`src/rtl/gf_pkg.sv`:
```
// Shared GF(2^n) definitions used by the power-map engine and the other GF
// blocks.
//   - fsm_state_t / phase_t : engine FSM state and RUN sub-phase encodings
//   - GF_N / GF_POLY        : default field degree and reduction polynomial
//                             (x^6 + x + 1)
//   - gf_reduce             : reduces a carry-less product modulo a degree-n
//                             polynomial
// gf_reduce works on a fixed maximum width (GF_MAX_N). Callers zero-extend
// their operands into it and keep the low n bits of the result.
package gf_pkg;

  localparam int          GF_N      = 6;
  localparam logic [6:0]  GF_POLY   = 7'h43;
  localparam int          GF_MAX_N  = 16;
  localparam int          GF_PROD_W = 2 * GF_MAX_N - 1;

  typedef enum logic [1:0] {IDLE, RUN, DONE} fsm_state_t;
  typedef enum logic       {SQ, MUL}         phase_t;

  // Long division by poly, clearing each set bit from the top down to bit n.
  // poly must include its leading x^n term.
  function automatic logic [GF_MAX_N-1:0] gf_reduce(
    input logic [GF_PROD_W-1:0] prod,
    input logic [GF_MAX_N:0]    poly,
    input int                   n
  );
    logic [GF_PROD_W-1:0] r;
    logic [GF_PROD_W-1:0] p_ext;
    r     = prod;
    p_ext = {{(GF_PROD_W-GF_MAX_N-1){1'b0}}, poly};
    for (int i = GF_PROD_W - 1; i >= 0; i--) begin
      if (i >= n && r[i]) begin
        r = r ^ (p_ext << (i - n));
      end
    end
    return r[GF_MAX_N-1:0];
  endfunction

endpackage

```
`src/rtl/gf2n_mult.sv`:
```
// Combinational GF(2^N) multiplier, polynomial basis.
// The block forms a carry-less N x N product and reduces it modulo POLY.
//   a, b : field elements (N bits)
//   p    : a*b mod POLY (N bits)
import gf_pkg::*;

module gf2n_mult #(
  parameter int         N    = GF_N,
  parameter logic [N:0] POLY = (N+1)'(GF_POLY)
) (
  input  logic [N-1:0] a,
  input  logic [N-1:0] b,
  output logic [N-1:0] p
);

  logic [GF_PROD_W-1:0] clmul;
  logic [GF_MAX_N-1:0]  red;
  logic                 unused_red_hi;

  always_comb begin
    clmul = '0;
    for (int i = 0; i < N; i++) begin
      if (b[i]) begin
        clmul = clmul ^ (GF_PROD_W'(a) << i);
      end
    end
    red = gf_reduce(clmul, (GF_MAX_N+1)'(POLY), N);
    p   = red[N-1:0];
  end

  // The bits of red above N are zero by construction.
  assign unused_red_hi = ^red;

endmodule

```
`src/rtl/gf2n_power_map_engine.sv`:
```
// Iterative, constant-time power-map engine that computes y = x^e over
// GF(2^N). It uses left-to-right square-and-multiply. Each exponent bit,
// taken MSB first, costs two cycles: a SQ cycle and a MUL cycle. The multiply
// is always evaluated, so timing does not depend on the operand values.
// out_valid rises 2*EXP_W+1 cycles after the accepting edge. The extra cycle
// is spent in DONE, where the result is registered onto y_o.
//
// Ports:
//   clk, rst             clock; asynchronous active-high reset
//   in_valid / in_ready  operand handshake; in_ready only while IDLE
//   x_i, exp_i           base and exponent, sampled on accept
//   out_valid/out_ready  result handshake; y_o held while out_valid=1
//   y_o                  x^e
//   busy_o               high in RUN and DONE
//
// Build option SMS_FIXED_EXP_EN: when defined, the exponent register loads
// FIXED_EXP[EXP_W-1:0] on accept and exp_i is ignored.
import gf_pkg::*;

module gf2n_power_map_engine #(
  parameter int          N         = GF_N,
  parameter logic [N:0]  POLY      = (N+1)'(GF_POLY),
  parameter int          EXP_W     = 6,
  parameter int unsigned FIXED_EXP = 20
) (
  input  logic             clk,
  input  logic             rst,
  input  logic             in_valid,
  output logic             in_ready,
  input  logic [N-1:0]     x_i,
  input  logic [EXP_W-1:0] exp_i,
  output logic             out_valid,
  input  logic             out_ready,
  output logic [N-1:0]     y_o,
  output logic             busy_o
);

  localparam int               IDX_W   = (EXP_W > 1) ? $clog2(EXP_W) : 1;
  localparam logic [IDX_W-1:0] IDX_TOP = IDX_W'(EXP_W - 1);
  localparam logic [IDX_W-1:0] IDX_ONE = IDX_W'(1);
  localparam logic [N-1:0]     GF_ONE  = N'(1);

  fsm_state_t       state, state_nxt;
  phase_t           phase;
  logic [N-1:0]     acc, base, op_b, prod, y_q;
  logic [EXP_W-1:0] e_q, e_load;
  logic [IDX_W-1:0] idx;
  logic             out_valid_q;
  logic             accept, last_step;
  logic             unused_cfg;

`ifdef SMS_FIXED_EXP_EN
  assign e_load     = EXP_W'(FIXED_EXP);
  assign unused_cfg = ^exp_i;
`else
  assign e_load     = exp_i;
  assign unused_cfg = ^(EXP_W'(FIXED_EXP));
`endif

  assign in_ready  = (state == IDLE) && !rst;
  assign accept    = in_valid && in_ready;
  assign last_step = (state == RUN) && (phase == MUL) && (idx == '0);

  // SQ and MUL share one multiplier, so only the second operand is muxed.
  assign op_b = (phase == SQ) ? acc : base;

  gf2n_mult #(.N(N), .POLY(POLY)) u_mult (
    .a (acc),
    .b (op_b),
    .p (prod)
  );

  // FSM state register
  always_ff @(posedge clk or posedge rst) begin
    if (rst) state <= IDLE;
    else     state <= state_nxt;
  end

  always_comb begin
    state_nxt = state;
    case (state)
      IDLE:    if (accept)                   state_nxt = RUN;
      RUN:     if (last_step)                state_nxt = DONE;
      DONE:    if (out_valid_q && out_ready) state_nxt = IDLE;
      default:                               state_nxt = IDLE;
    endcase
  end

  // Datapath and output registers
  always_ff @(posedge clk or posedge rst) begin
    if (rst) begin
      phase       <= SQ;
      idx         <= '0;
      acc         <= '0;
      base        <= '0;
      e_q         <= '0;
      out_valid_q <= 1'b0;
      y_q         <= '0;
    end else begin
      case (state)
        IDLE: begin
          if (accept) begin
            base  <= x_i;
            e_q   <= e_load;
            acc   <= GF_ONE;
            idx   <= IDX_TOP;
            phase <= SQ;
          end
        end
        RUN: begin
          if (phase == SQ) begin
            acc   <= prod;
            phase <= MUL;
          end else begin
            if (e_q[idx]) acc <= prod;
            phase <= SQ;
            // The index stops at 0, because leaving MUL at index 0 ends RUN.
            if (idx != '0) idx <= idx - IDX_ONE;
          end
        end
        DONE: begin
          if (!out_valid_q) begin
            out_valid_q <= 1'b1;
            y_q         <= acc;
          end else if (out_ready) begin
            out_valid_q <= 1'b0;
          end
        end
        default: ;
      endcase
    end
  end

  assign out_valid = out_valid_q;
  assign y_o       = y_q;
  assign busy_o    = (state != IDLE);

endmodule

```
`config.mk`:
```
export PLATFORM = sky130hd
export DESIGN_NAME = gf2n_power_map_engine
export DESIGN_NICKNAME = d
export VERILOG_FILES = /design/src/rtl/gf_pkg.sv /design/src/rtl/gf2n_mult.sv /design/src/rtl/gf2n_power_map_engine.sv
export SDC_FILE = /design/constraint.sdc
export NUM_CORES = 1
export LEC_CHECK = 0
export CORE_MARGIN = 2
export CORE_UTILIZATION = 52
export CTS_CLUSTER_SIZE = 12
export DETAILED_ROUTE_END_ITERATION = 10
export DONT_BUFFER_PORTS = 1
export PLACE_DENSITY = 0.67
export SLEW_MARGIN = 30
export SYNTH_ARGS = -nofsm -noshare
export SYNTH_HDL_FRONTEND = slang
export SYNTH_SLANG_ARGS = --single-unit
```
`constraint.sdc`:
```
create_clock -name clk -period 4.62 [get_ports clk]
set_input_delay 1.155 -clock clk [delete_from_list [all_inputs] [get_ports clk]]
set_output_delay 1.155 -clock clk [all_outputs]
set_load 0.005 [all_outputs]
```
==> results of run 1 <==
## metrics by stage
stage / area [sq um] / setup slack (ns) / power, mW
after global routing: 2120 / 2.05 / 2.00
after floorplan: 2070 / 2.14 / 1.49
final: 2120 / 2.12 / 1.84
after detailed placement: 2040 / 2.04 / 1.64
after global placement: 2040 / 2.10 / 1.58
after CTS: 2120 / 2.12 / 1.85
## power by group
group,total (mW),internal (mW),switching [mW]
clock network,0.201,0.105,0.0957
registers,0.615,0.394,0.221
logic,1.03,0.522,0.504
total,1.84,1.02,0.821
## path summary, 6_finish.rpt
kind | startpoint | end | depth (start not counted)
max | rst | in_ready | 1
min | e_q[0]$_DFFE_PP0P_ | e_q[0]$_DFFE_PP0P_ | 1
max reg2reg | phase$_DFFE_PP0P_ | acc[0]$_DFFE_PP0P_ | 7
min reg2reg | e_q[0]$_DFFE_PP0P_ | e_q[0]$_DFFE_PP0P_ | 1
max in group asynchronous | rst | e_q[4]$_DFFE_PP0P_ | 1
min in group asynchronous | rst | y_o[4]$_DFFE_PP0P_ | 1
## synth_stat cells, drive strengths merged
master,n
o311ai,1
and3,2
xnor3,2
clkbuf,5
a21oi,12
nand3,9
mux4,1
o31a,1
and4,1
a211oi,2
nand4,1
or2,2
xnor2,18
xor2,7
nand2b,6
a311oi,1
o41ai,1
o21ai,14
buf,11
nor2,4
o2bb2ai,1
mux2i,2
o22ai,4
nand2,41
ha,2
a21o,1
a21boi,1
inv,9
mux2,20
and4b,1
a32oi,1
nor3,5
o21a,2
dfrtp,31
## logic make-up (layout without fill, tap and decap cells)
group	count (synthesis)	after routing	share of synthesized area, %
AO/OA/AOI/OAI	42	42	12.5
AND/OR/NAND/NOR	72	72	16.0
adder cells (fa/ha/maj)	2	2	1.21
buffers and inverters	25	17	6.11
XOR/XNOR	27	27	13.5
flip-flops	31	31	37.5
multiplexers	23	23	13.1
## flip-flops by register name (all words and copies together) (netlist names)
name	flops
idx	3
y_o	6
state	2
acc	6
e_q	6
phase	1
base	6
out_valid	1
## metal layers
| layer | global-route usage, % | wire length, microns | up-vias | part of all wire [%] |
|---|---|---|---|---|
| li1 | - | - | 732 | - |
| met1 | 26.3 | 1830 | 714 | 43 |
| met2 | 36.8 | 2100 | 36 | 50 |
| met3 | 5.07 | 200 | 9 | 4.7 |
| met4 | 9.18 | 96 | 0 | 2.3 |
| met5 | 0 | 0 | - | 0 |
## final cells by class
type	count	share of cell area [%]
multi-input combinational	166	55.1
inverter	9	1.60
clock inverter	1	0.236
clock buffer	7	3.61
tap	48	2.84
sequential	31	36.6
==> flow_metrics.tcl, run 1 <==
set metrics [dict create \
    ant_nets 0 \
    synth_top_area_share_pct 37.5 \
    slew_headroom_pct 44.8 \
    slowest_delay_ns 0.19 \
    fin_crit_ns 2.50 \
    cts_buffers 5 \
    vias 1491 \
    first_pass_iters 4 \
    antenna_found_initial 0 \
    syn_inst 222 \
    ys_top_cells_by_area "dfrtp_1 38%, mux2_2 9.3%, xnor2_1 7.2%, nand2_1 7.1%, a21oi_1 2.9%" \
    synth.avg_cell_area_sq_um 9.32 \
    cts_max_path_buffers 2 \
    tritoncts "done" \
    grt_pass1_vias 1521 \
    hp-class "reg -> reg" \
    cts_hold_buffers 0 \
    vdd.ir_drop.worst_uv 477 \
    ioPinCount 25 \
    post-route-period-util_pct 54.1 \
    finalCoreUtilization_pct 56.6 \
    cp-start-kind "input port" \
    drc 0 \
    cap_violations 0 \
    crit_family "simple AND/OR/NAND/NOR gates" \
    finClkSkew_ns 0.00516 \
    ys_ff_latch 31 \
    run_status "finished, final reports clean" \
    setup_violations 0 \
    gp_congestion 0.892 \
    portBuffers 0 \
    drt_iter0_markers 201 \
    drive_gt1_share_pct 15.4 \
    slew_violations 0 \
    clk_latency_ns 0.28 \
    hold_violations 0 \
    yosysTopAreaCell "dfrtp_1" \
    wl_microns 4230 \
    dp_cells 254 \
    grt_pass1_wl_microns 7130 \
    leakagePower_nw 0.917 \
    fill_cells 358 \
    seq_area_sq_um 776 \
    htree_num_levels 2 \
    critPathKind "in -> out" \
    clockRootBuffer "clkbuf_8" \
    cp_cell_sequence "nor2_1" \
    timing.hold.ws_ns 0.493 \
    syn_to_final_growth_pct 2.36 \
    cp_num_buf_inv 0 \
    synth_area_sq_um 2070 \
    clkSinkCount 31 \
    path_max_fanout 3 \
    fin_tns_setup_ns 0 \
    start_util_pct 55.2 \
    multi_input_area_sq_um 1170 \
    core-area_sq_um 3740 \
    cts_repair_resize_count 0 \
    antenna_cells 0 \
    clk_pin_slew_worst_paths_ns 0.06 \
    yosysWarnings 0 \
    seq_area_frac_synth_pct 37.5 \
    vias_per_cell 5.69 \
    die_y_microns 67.1 \
    cp.required_ns 3.46 \
    gr-total-overflow 0 \
    dieArea_sq_um 4500 \
    tightest_slew_ns 0.827 \
    grt_max_degree 32 \
    final_cell_mix "39 x nand2_1, 31 x dfrtp_1, 17 x xnor2_1, 17 x mux2_2, 12 x a21oi_1" \
    cts_setup_buffers 0 \
    grt_use_total_pct 21.7 \
    fp-row-count 22 \
    layout.nets 231 \
    hpwl_microns 3030 \
    worst_setup_path_end_kind "primary output" \
    r2r_setup_slack_ns 2.28 \
    rsz0062_at_grt "false" \
    crit_path_top_delay_cell "nor2_1" \
    finalNonFillerCells 262 \
    cp_data_arrival_time_ns 1.34 \
    synth_cell_types 44 \
    die_w_microns 67.1 \
    p_per_area_nw_per_um2 870 \
    max_clock_freq_mhz 400 \
    wire_per_inst_microns 16.1 \
    syn_nets 240 \
    layout_commonest_cell "nand2_1" \
]
Note: power is estimated with default switching activity, not from simulation.
==> run 2: changes to the inputs <==
- clock period: 4.62 -> 2.6 ns (I/O delays scaled with it)
==> run 2 against run 1 <==
  * Register-to-register slack got worse by 1.8 ns
  * Cell area is 2.4% higher
  * Clock skew is 0.0027 ns lower
  * Flip-flop and latch count stayed put
  * Largest cell class unchanged
  * Critical path depth rose by 6
  * Critical endpoint is now acc[2]$_DFFE_PP0P_
  * Core utilization increased by 1.4 points
==> flow_metrics.tcl, run 2 (same netlist as run 1, synthesis figures left out) <==
set metrics [dict create \
    run_status "finished, final reports clean" \
    cts_buffers 5 \
    clk_pin_slew_worst_paths_ns 0.06 \
    power_frac_comb_pct 56.8 \
    p_clk_share_pct 11.3 \
    finClkSkew_ns 0.00243 \
    timing.hold.ws_ns 0.335 \
    r2r_setup_slack_ns 0.44 \
    htree_num_levels 2 \
    drc 0 \
    wire_per_inst_microns 15.9 \
    grt_max_degree 32 \
    ioPinCount 25 \
    hpwl_microns 3010 \
    start_util_pct 55.2 \
    cp_cell_sequence "nand2_1, xor2_2, xnor3_1, mux2_4, o22ai_2, xnor2_1, o21ai_1" \
    die_w_microns 67.1 \
    vias_per_cell 5.97 \
    antenna_found_initial 0 \
    cp.required_ns 2.75 \
    setup_violations 0 \
    dieArea_sq_um 4500 \
    fin_crit_ns 2.16 \
    slew_violations 0 \
    core-area_sq_um 3740 \
    grt_pass1_vias 1583 \
    ant_nets 0 \
    drt_iter0_markers 88 \
    tightest_slew_ns 0.671 \
    p_switching_mw 1.47 \
    slew_headroom_pct 55.3 \
    clk_latency_ns 0.28 \
    gp_congestion 0.906 \
    die_y_microns 67.1 \
    slowest_delay_ns 0.57 \
    rr_worst_depth 7 \
    portBuffers 0 \
    cts_hold_buffers 0 \
    layout.nets 237 \
    crit_path_top_delay_cell "dfrtp_1" \
    fin_tns_setup_ns 0 \
    antenna_cells 0 \
    layout_commonest_cell "nand2_1" \
    syn_to_final_growth_pct 4.84 \
    drive_gt1_share_pct 17.8 \
    rr_endpoint "acc[2]$_DFFE_PP0P_" \
    multi_input_area_sq_um 1170 \
    grt_pass1_wl_microns 7220 \
    p_per_area_nw_per_um2 1540 \
    path_max_fanout 12 \
    grt_use_total_pct 22.0 \
    gr-total-overflow 0 \
    fill_cells 361 \
    vdd.ir_drop.worst_uv 819 \
    rsz0062_at_grt "false" \
    critPathKind "reg -> reg" \
    clkSinkCount 31 \
    intPower_mw 1.88 \
    max_clock_freq_mhz 462 \
    cp_data_arrival_time_ns 2.32 \
    power_frac_seq_pct 31.9 \
    wl_microns 4240 \
    leakagePower_nw 0.952 \
    first_pass_iters 4 \
    cts_setup_buffers 0 \
    tritoncts "done" \
    cts_max_path_buffers 2 \
    hp-class "in -> async" \
    worst_setup_path_end_kind "register" \
    p_sw_share_pct 43.9 \
    hold_violations 0 \
    seq_area_sq_um 776 \
    post-route-period-util_pct 83.3 \
    vias 1594 \
    reg2reg_from "acc[4]$_DFFE_PP0P_" \
    cap_violations 0 \
    fp-row-count 22 \
    clockRootBuffer "clkbuf_8" \
    cts_repair_resize_count 0 \
    cp-start-kind "register" \
    final_cell_mix "39 x nand2_1, 31 x dfrtp_1, 17 x xnor2_1, 17 x mux2_2, 12 x a21oi_1" \
]
==> run 2: through the flow <==
stage,worst slack (ns),cells,power [mW],util [%],area (sq um)
floorplan,0.661,222,2.65,-,2070
CTS,0.444,267,3.35,57.9,2170
global route,0.259,267,3.64,57.9,2170
global placement,0.521,260,2.87,55.6,2080
finish,0.435,267,3.35,57.9,2170
detailed placement,0.456,260,2.95,55.6,2080
==> run 2: layout make-up <==
cell class                      instances  share of cell area, %
Clock inverter                          1                  0.231
Sequential cell                        31                   35.8
Timing Repair Buffer                    6                   2.08
Inverter                                9                   1.56
Multi-Input combinational cell        166                   53.8
Tap cell                               48                   2.77
Clock buffer                            6                   3.81
==> run 2: power by group through the flow <==
stage | registers (mW) | logic, mW | clock network, mW
6_report | 1.07 | 1.90 | 0.379
3_5_place_dp | 1.07 | 1.88 | 0
3_3_place_gp | 1.06 | 1.81 | 0
4_1_cts | 1.06 | 1.90 | 0.390
5_1_grt | 1.11 | 2.12 | 0.409
2_1_floorplan | 0.818 | 1.83 | 0
==> run 2: worst max path at each step <==
stage                        start            endpoint  slack [ns]  cells past startpoint
2_1_floorplan  base[3]$_DFFE_PP0P_  acc[2]$_DFFE_PP0P_        0.66                      8
3_3_place_gp    acc[4]$_DFFE_PP0P_  acc[2]$_DFFE_PP0P_        0.52                      7
3_5_place_dp    acc[4]$_DFFE_PP0P_  acc[2]$_DFFE_PP0P_        0.46                      7
4_1_cts         acc[4]$_DFFE_PP0P_  acc[2]$_DFFE_PP0P_        0.44                      7
5_1_grt          phase$_DFFE_PP0P_  acc[0]$_DFFE_PP0P_        0.26                      6
6_report        acc[4]$_DFFE_PP0P_  acc[2]$_DFFE_PP0P_        0.44                      7
==> run 2: metal layers <==
layer	vias to the layer above	wire length, microns	global-route usage [%]
li1	749	-	-
met1	788	1800	25.9
met2	50	2160	37.1
met3	7	174	4.05
met4	0	110	12.8
met5	-	0	0
==> run 2: worst max-delay path: cells and delay by family (launching register included) <==
family | cells | cell delay, ns
XOR/XNOR | 3 | 0.78
AND/OR/NAND/NOR | 1 | 0.16
AO/OA/AOI/OAI | 2 | 0.22
flip-flops | 1 | 0.57
multiplexers | 1 | 0.31
